$ cat config.mk
export PLATFORM = sky130hd
export DESIGN_NAME = store_unit
export DESIGN_NICKNAME = d
export VERILOG_FILES = /design/src/rtl/store_unit_pkg.sv /design/src/rtl/store_unit.sv
export SDC_FILE = /design/constraint.sdc
export NUM_CORES = 1
export LEC_CHECK = 0
export CAP_MARGIN = 20
export CORE_MARGIN = 2
export CORE_UTILIZATION = 40
export CTS_BUF_LIST = sky130_fd_sc_hd__clkbuf_16
export DETAILED_ROUTE_END_ITERATION = 8
export DONT_BUFFER_PORTS = 1
export HOLD_SLACK_MARGIN = 0.08
export PLACE_DENSITY = 0.68
export SETUP_SLACK_MARGIN = 0.2
export SLEW_MARGIN = 40
export SYNTH_ARGS = -nofsm -noshare
export SYNTH_HDL_FRONTEND = slang
export SYNTH_SLANG_ARGS = --single-unit
export TNS_END_PERCENT = 100
$ cat constraint.sdc
create_clock -name phi1 -period 1.75 [get_ports phi1]
set_clock_uncertainty 0.2 [all_clocks]
set_input_delay 0.4375 -clock phi1 [delete_from_list [all_inputs] [get_ports phi1]]
set_output_delay 0.4375 -clock phi1 [all_outputs]
set_load 0.01 [all_outputs]
$ cat src/rtl/store_unit_pkg.sv
// Shared definitions for the store unit: bus widths, stack page, write kinds
// and FSM state encodings, plus small helpers for byte sequencing.
package store_unit_pkg;

  localparam int REG_WIDTH  = 8;
  localparam int ADDR_WIDTH = 16;
  localparam logic [15:0] STACK_BASE = 16'h0100;

  typedef enum logic [1:0] {
    KIND_STORE    = 2'd0,
    KIND_PUSH1    = 2'd1,
    KIND_PUSH_PC  = 2'd2,
    KIND_PUSH_INT = 2'd3
  } kind_e;

  typedef enum logic [1:0] {
    ST_IDLE = 2'd0,
    ST_WR0  = 2'd1,
    ST_WR1  = 2'd2,
    ST_WR2  = 2'd3
  } state_e;

  // Index of the final byte written for a given kind.
  function automatic logic [1:0] last_byte_idx(input kind_e k);
    logic [1:0] idx;
    case (k)
      KIND_PUSH_PC:  idx = 2'd1;
      KIND_PUSH_INT: idx = 2'd2;
      default:       idx = 2'd0;
    endcase
    return idx;
  endfunction

  function automatic logic [1:0] byte_idx(input state_e s);
    logic [1:0] idx;
    case (s)
      ST_WR1:  idx = 2'd1;
      ST_WR2:  idx = 2'd2;
      default: idx = 2'd0;
    endcase
    return idx;
  endfunction

  function automatic logic is_push(input kind_e k);
    return (k != KIND_STORE);
  endfunction

endpackage

$ cat src/rtl/store_unit.sv
// Write-side memory sequencer: issues one byte write per phi1 cycle for
// register stores, single-byte pushes and multi-byte PC/interrupt pushes.
module store_unit #(
  parameter int REG_WIDTH  = store_unit_pkg::REG_WIDTH,
  parameter int ADDR_WIDTH = store_unit_pkg::ADDR_WIDTH,
  parameter logic [ADDR_WIDTH-1:0] STACK_BASE = store_unit_pkg::STACK_BASE
) (
  input  logic                  phi1,
  input  logic                  reset,
  input  logic                  start,
  input  logic [1:0]            store_kind,
  input  logic [ADDR_WIDTH-1:0] eff_addr,
  input  logic [REG_WIDTH-1:0]  data_in,
  input  logic [ADDR_WIDTH-1:0] pc,
  input  logic [REG_WIDTH-1:0]  sp,
  output logic [ADDR_WIDTH-1:0] addr,
  output logic [REG_WIDTH-1:0]  data_out,
  output logic                  write_en,
  output logic [REG_WIDTH-1:0]  sp_next,
  output logic                  busy,
  output logic                  done
);
  import store_unit_pkg::*;

  localparam logic [REG_WIDTH-1:0] SP_ONE   = {{(REG_WIDTH-1){1'b0}}, 1'b1};
  localparam logic [REG_WIDTH-1:0] SP_RESET = {REG_WIDTH{1'b1}};

  state_e                r_state, w_state_next;
  kind_e                 r_kind, w_kind_sel;
  logic [ADDR_WIDTH-1:0] r_eff_addr, w_eff_sel;
  logic [ADDR_WIDTH-1:0] r_pc, w_pc_sel;
  logic [REG_WIDTH-1:0]  r_data, w_data_sel;
  logic [REG_WIDTH-1:0]  r_sp_work, w_sp_work_next;
  logic [REG_WIDTH-1:0]  r_sp_next, w_sp_next_next;
  logic [ADDR_WIDTH-1:0] r_addr, w_addr_next, w_stack_addr;
  logic [REG_WIDTH-1:0]  r_data_out, w_data_out_next;
  logic                  r_write_en, w_write_en_next;
  logic                  r_done, w_done_next;
  logic                  r_busy;
  logic                  w_accept, w_push_active;

  // Operand selection: on the accept edge the next-cycle outputs come straight
  // from the inputs, otherwise from the latched working copy.
  always_comb begin
    w_accept      = (r_state == ST_IDLE) && start;
    w_push_active = (r_state != ST_IDLE) && is_push(r_kind);
    if (w_accept) begin
      w_kind_sel = kind_e'(store_kind);
      w_eff_sel  = eff_addr;
      w_pc_sel   = pc;
      w_data_sel = data_in;
    end else begin
      w_kind_sel = r_kind;
      w_eff_sel  = r_eff_addr;
      w_pc_sel   = r_pc;
      w_data_sel = r_data;
    end
  end

  // Next-state logic for the write sequencer.
  always_comb begin
    w_state_next = ST_IDLE;
    case (r_state)
      ST_IDLE: begin
        if (w_accept) w_state_next = ST_WR0;
        else          w_state_next = ST_IDLE;
      end
      ST_WR0: begin
        if (last_byte_idx(r_kind) == 2'd0) w_state_next = ST_IDLE;
        else                               w_state_next = ST_WR1;
      end
      ST_WR1: begin
        if (last_byte_idx(r_kind) == 2'd1) w_state_next = ST_IDLE;
        else                               w_state_next = ST_WR2;
      end
      ST_WR2:  w_state_next = ST_IDLE;
      default: w_state_next = ST_IDLE;
    endcase
  end

  // Stack pointer bookkeeping: each completed push byte decrements (wrapping in page).
  always_comb begin
    if (w_accept) begin
      w_sp_work_next = sp;
    end else if (w_push_active) begin
      w_sp_work_next = r_sp_work - SP_ONE;
    end else begin
      w_sp_work_next = r_sp_work;
    end
    if (w_push_active) begin
      w_sp_next_next = r_sp_work - SP_ONE;
    end else begin
      w_sp_next_next = r_sp_next;
    end
    w_stack_addr = STACK_BASE + {{(ADDR_WIDTH-REG_WIDTH){1'b0}}, w_sp_work_next};
  end

  // Bus outputs for the upcoming cycle; addr/data hold while idle.
  always_comb begin
    w_write_en_next = (w_state_next != ST_IDLE);
    w_done_next     = w_write_en_next &&
                      (byte_idx(w_state_next) == last_byte_idx(w_kind_sel));
    w_addr_next     = r_addr;
    w_data_out_next = r_data_out;
    if (w_write_en_next) begin
      case ({w_kind_sel, w_state_next})
        {KIND_STORE, ST_WR0}: begin
          w_addr_next     = w_eff_sel;
          w_data_out_next = w_data_sel;
        end
        {KIND_PUSH1, ST_WR0}: begin
          w_addr_next     = w_stack_addr;
          w_data_out_next = w_data_sel;
        end
        {KIND_PUSH_PC, ST_WR0}, {KIND_PUSH_INT, ST_WR0}: begin
          w_addr_next     = w_stack_addr;
          w_data_out_next = w_pc_sel[ADDR_WIDTH-1 -: REG_WIDTH];
        end
        {KIND_PUSH_PC, ST_WR1}, {KIND_PUSH_INT, ST_WR1}: begin
          w_addr_next     = w_stack_addr;
          w_data_out_next = w_pc_sel[REG_WIDTH-1:0];
        end
        {KIND_PUSH_INT, ST_WR2}: begin
          w_addr_next     = w_stack_addr;
          w_data_out_next = w_data_sel;
        end
        default: begin
          w_addr_next     = r_addr;
          w_data_out_next = r_data_out;
        end
      endcase
    end else begin
      w_addr_next     = r_addr;
      w_data_out_next = r_data_out;
    end
  end

  // State, working registers and registered bus outputs.
  always_ff @(posedge phi1) begin
    if (reset) begin
      r_state    <= ST_IDLE;
      r_kind     <= KIND_STORE;
      r_eff_addr <= {ADDR_WIDTH{1'b0}};
      r_pc       <= {ADDR_WIDTH{1'b0}};
      r_data     <= {REG_WIDTH{1'b0}};
      r_sp_work  <= SP_RESET;
      r_sp_next  <= SP_RESET;
      r_addr     <= {ADDR_WIDTH{1'b0}};
      r_data_out <= {REG_WIDTH{1'b0}};
      r_write_en <= 1'b0;
      r_done     <= 1'b0;
      r_busy     <= 1'b0;
    end else begin
      r_state    <= w_state_next;
      r_kind     <= w_kind_sel;
      r_eff_addr <= w_eff_sel;
      r_pc       <= w_pc_sel;
      r_data     <= w_data_sel;
      r_sp_work  <= w_sp_work_next;
      r_sp_next  <= w_sp_next_next;
      r_addr     <= w_addr_next;
      r_data_out <= w_data_out_next;
      r_write_en <= w_write_en_next;
      r_done     <= w_done_next;
      r_busy     <= (w_state_next != ST_IDLE);
    end
  end

  assign addr     = r_addr;
  assign data_out = r_data_out;
  assign write_en = r_write_en;
  assign sp_next  = r_sp_next;
  assign busy     = r_busy;
  assign done     = r_done;

endmodule
# [Word level (Yosys, flattened, before mapping)]
# Cells that the tools add are included.
[word_totals] ff_bits=86 in_bits=53 wordCells=64
[op_classes] n_addsub=2 n_eq_ne=18 mux=17 reduce_logical=16
[ops] op="$mux W16" count=2
[ops] op="$pmux W16 S2" count=1
[ops] op="$mux W8" count=3
[ops] op="$pmux W8 S3" count=1
[ops] op="$eq A4 B4 Y1 const B" count=5
[ops] op="$eq A2 B2 Y1 const B" count=8
[ops] op="$pmux W2 S2" count=3
[ops] op="$add A9 B8 Y10 const A" count=1
[ops] op="$mux W2" count=5
[ops] op="$pmux W2 S4" count=1
[ops] op="$reduce_bool A2 Y1" count=4
[ops] op="$sub A8 B1 Y8 const B" count=1
[ops] op="$reduce_or A6 Y1" count=1
[ops] op="$eq A2 B1 Y1 const B" count=2
[ops] op="$eq A4 B1 Y1 const B" count=1
[ops] op="$eq A4 B3 Y1 const B" count=1
[ops] op="$logic_not A2 Y1" count=2
[ops] op="$reduce_and A2 Y1" count=2
[ops] op="$reduce_or A2 Y1" count=2
[ops] op="$logic_and A1 B1 Y1" count=3
[ops] op="$reduce_bool A3 Y1" count=1
[ops] op="$reduce_or A3 Y1" count=1
[ops] op="$eq A2 B2 Y1" count=1
[ops] op="$mux W1" count=1

# [Logic depth before layout (Yosys ltp)]
[logic_depth] word_depth=10 ltp_mapped=8 ltp_nobuf=7

# [Least setup slack after synthesis]
# No wires, ideal clock.
[synth_timing] kind="register to register" start="reg r_sp_work[0]" end="reg r_addr[6] (netlist: addr[6])" arrival_time_ps=1664 t_required_ps=1493 slack_ps=-171 stages_incl_launch_ff=8 period_less_slack_ps=1921 cell_sequence="dfxtp_1 -> inv_1 -> ha_1 -> or3b_1 -> nor3_2 -> a211oi_1 -> a311oi_1 -> a21bo_1"
[synth_between] elab_chain_cells=5
[synth_rtl] element="start: declaration" line="store_unit.sv:33" rtl="logic [REG_WIDTH-1:0] r_sp_work, w_sp_work_next;"
[synth_rtl] element="start signal: assignment" line="store_unit.sv:159" rtl="r_sp_work <= w_sp_work_next;"
[synth_rtl] element="$sub A8 B1 Y8" line="store_unit.sv:86" rtl="w_sp_work_next = r_sp_work - SP_ONE;"
[synth_rtl] element="$mux W8 (*)" line="store_unit.sv:85" rtl="end else if (w_push_active) begin"
[synth_rtl] element="$mux W8 (*)" line="store_unit.sv:83" rtl="if (w_accept) begin"
[synth_rtl] element="$add A9 B8 Y10 (*)" line="store_unit.sv:95" rtl="w_stack_addr = STACK_BASE + {{(ADDR_WIDTH-REG_WIDTH){1'b0}}, w_sp_work_next};"
[synth_rtl] element="$pmux W16 S2 (*)" line="store_unit.sv:106" rtl="case ({w_kind_sel, w_state_next})"
[synth_rtl] element="end signal: assignment" line="store_unit.sv:148" rtl="r_addr <= {ADDR_WIDTH{1'b0}};"
[synth_rtl] element="end signal: assignment" line="store_unit.sv:161" rtl="r_addr <= w_addr_next;"
[synth_rtl] element="end: declaration" line="store_unit.sv:35" rtl="logic [ADDR_WIDTH-1:0] r_addr, w_addr_next, w_stack_addr;"
# Mark *: on every way between the ends. The rest lies on a longest branch, timed or not.
# A chain may end at the register's enable or synchronous reset.

# [Worst setup path in the final report]
[layout_timing] start="reg r_sp_work[0]" end="reg r_addr[4] (netlist: addr[4])"
# Same word-level chain as after synthesis.

==> flow_summary.yaml <==
detailed_routing:
  postRouteWirelength_um: 11800
  drcViolationCount: 0
  ratio_of_routed_vias_to_standard_cells: 5.59
  drt_pass1_iterations: 4
  vias_after_detailed_routing: 3296
  postRouteAntennaNets: 0
  routedWlPerCell_um: 19.9
  first_iter_violations: 135
layout:
  area_growth_pct: 62.5
  nets: 531
  final_cell_area_excluding_filler_cells_um2: 5810
  layout.cells.most_common_list: "78 x dfxtp_1, 47 x buf_4, 44 x nor2_1"
  final_layout_size_suffix_gt1_share_pct: 53.9
  number_of_antenna_diodes: 0
  final_core_util_pct: 67.0
  final_common_cell: "dfxtp_1"
outcome:
  failed_checks: "negative hold slack, negative setup slack"
  outcome: "finished, violations left"
logic_synthesis:
  synth.cell_area_um2: 3580
  synth_top_family_by_area: "compound AO/OA/AOI/OAI gates"
  register_bit_total_from_synthesis: 86
  async_flop_share_pct: 0
  synth_top_area_share_pct: 48.1
  postSynthNetCount: 454
  yosys.area.top_type: "dfxtp_1"
  fraction_of_the_mapped_netlist_area_in_compound_gates_pct: 20.1
  ys_warn_count: 0
  yosysSeqAreaShare_pct: 48.1
  post_synth_inst_count: 400
  syn_area_cell_um2: 8.94
  synthAdderAreaFrac_pct: 0.350
  distinct_cell_type_count_after_synthesis: 53
  synth_edf_count: 0
  synthFlopType: "dfxtp_1"
  synth-xor-area-share_pct: 1.47
  yosys-mux-area-fraction_pct: 6.72
  synth.area.top_cells: "dfxtp_1 48%, mux2i_1 6.7%, a21oi_1 6.3%"
  synth_simple_gate_area_share_pct: 18.1
placement:
  placedInstanceArea_um2: 4030
  detailed_place_hpwl_um: 6340
  place_worst_setup_slack_ps: -223
  place_congestion: 0.827
  buffer_ports.inserted: 0
clock_tree:
  numClockSinks: 86
  cts-hold-fix-buffers: 1
  clock_root_buffer: "clkbuf_16"
  clock_tree_from_tritoncts: "done"
  clock_insertion_delay_worst_skew_ps: 340
  clock_tree.htree_level_count: 3
  tritoncts.num_buffers: 9
  clockBufferDepth: 2
  cts.clk_slew.worst_paths_ps: 60
worst_setup_path:
  worst_path_largest_cell_delay_ps: 410
  timing.critical_path.depth: 7
  critPathKind: "reg2reg"
  critical_path_buf_inv_count: 1
  critPathRequiredTime_ps: 1790
  critical_path_peak_fanout: 4
  crit_path_max_delay_cell_type: "or3b_4"
  worst_ep_arrival_time_ps: 2100
  path_delay_family: "simple AND/OR/NAND/NOR gates"
  worst_setup_path_start_kind: "flip-flop"
  worstPathCellList: "inv_4 -> ha_4 -> or3b_4 -> or3_1 -> a31oi_2 -> a21oi_1 -> o21ai_1"
  timing.critical_path.to_type: "flip-flop"
  worst-r2r-cell-count: 7
hold_path:
  hp-class: "in2reg"
  min_delay_path_depth: 1
grt:
  largest_net_degree_at_the_start_of_global_routing: 58
  vias_in_the_first_global_route: 3341
  first_pass_grt_wire_length_um: 16900
  groute.usage.overall_pct: 21.8
  grt_antenna_before_repair: 0
  grt_overflow_total: 0
timing:
  timing.hold.ws_ps: -30.3
  maxClockFrequency_mhz: 487
  number_of_max_slew_violations_in_the_final_report: 0
  timing_hold_violations_final: 41
  setup_ws_ps: -305
  rsz0062_at_grt: "yes"
  tightest_slew_ps: 514
  fin_crit_ps: 2050
  setup-violations-final: 48
  layout_worst_path_cycle_share_pct: 117
  maxSlewHeadroom_pct: 65.7
  timing.setup.tns_ps: -4700
power_and_ir_drop:
  max-vdd-ir-drop_mv: 0.630
  power.density_cell_area_nw_per_um2: 892
  power_leakage_uw: 0.00233
  total_power_uw: 5190
run:
  max_cap_viol: 0
die:
  die-height_um: 98.6
  x_dimension_of_the_die_um: 98.6
  pin_count: 88
  die-area_um2: 9710
  core_area_um2: 8680
  start_util_pct: 41.2
  fp-row-count: 34
## layer usage
metal / wire, um / GRT usage, % / up-vias
met5: 0 / 0 / -
met2: 6270 / 38.4 / 120
met3: 767 / 7.66 / 26
met1: 4470 / 24.6 / 1596
met4: 257 / 7.27 / 0
li1: - / - / 1554
## worst paths after layout
kind	start	to	slack (ps)
max reg2reg	r_sp_work[0]	addr[4]	-300
min reg2reg	r_eff_addr[6]	r_eff_addr[6]	250
max	r_sp_work[0]	addr[4]	-300
min	reset	r_kind[0]	-30
## kinds of logic after synthesis
kind of cell | Yosys count
AO/OA/AOI/OAI | 106
XOR/XNOR | 6
adder cells (fa/ha/maj) | 1
buffers and inverters | 34
flip-flops | 86
multiplexers | 24
AND/OR/NAND/NOR | 143
## synth_stat cells, drive strengths merged (2+ instances only)
master  instances
o221ai          8
a31oi           2
xor2            3
a32oi           2
buf            19
o21ai          14
nor3            4
nor2           60
a32o            2
a21o            2
or3             3
mux2i          24
a21oi          47
o22ai           2
nor3b           2
xnor2           3
o211a           9
nand2          59
nand3           2
dfxtp          86
o21a            2
o211ai          5
or3b            3
inv             5
clkbuf         10
or2             5
a211oi          2
a21bo           2
## report_power, final
group / leakage, uW / switching [uW] / internal (uW)
registers: 0.000709 / 166 / 2110
clock network: 0.000125 / 806 / 961
logic: 0.00150 / 517 / 628
total: 0.00233 / 1490 / 3700
## what timing repair did
action                                 in CTS  in global routing
cloned                                      5                  4
pin swaps                                  34                 39
buffers inserted                           20                 16
endpoints found under the hold margin      54                 53
resized for setup                         117                112
setup endpoints to repair                  75                 82
## sequential cells by signal (all words and copies together) (netlist names)
register / cells
addr: 16
busy: 1
data_out: 8
done: 1
r_data: 8
r_eff_addr: 16
r_kind: 2
r_pc: 16
r_sp_work: 8
r_state: 2
sp_next: 8
## final cells by class
type,count,area (um^2)
well taps,108,135
flip-flops and latches,86,1740
repair buffers,94,1060
fillers,590,2870
clock buffers,9,225
inverters,5,21.3
clock inverters,7,48.8
multi-input cells,281,2580
## metrics by stage
step,std cells,hold WS (ps)
3_3_place_gp,528,238
6_report,590,-30.3
2_1_floorplan,400,237
4_1_cts,570,-56.1
3_5_place_dp,528,241
5_1_grt,590,-47.0
No activity file was read; power rests on OpenSTA's default activity.
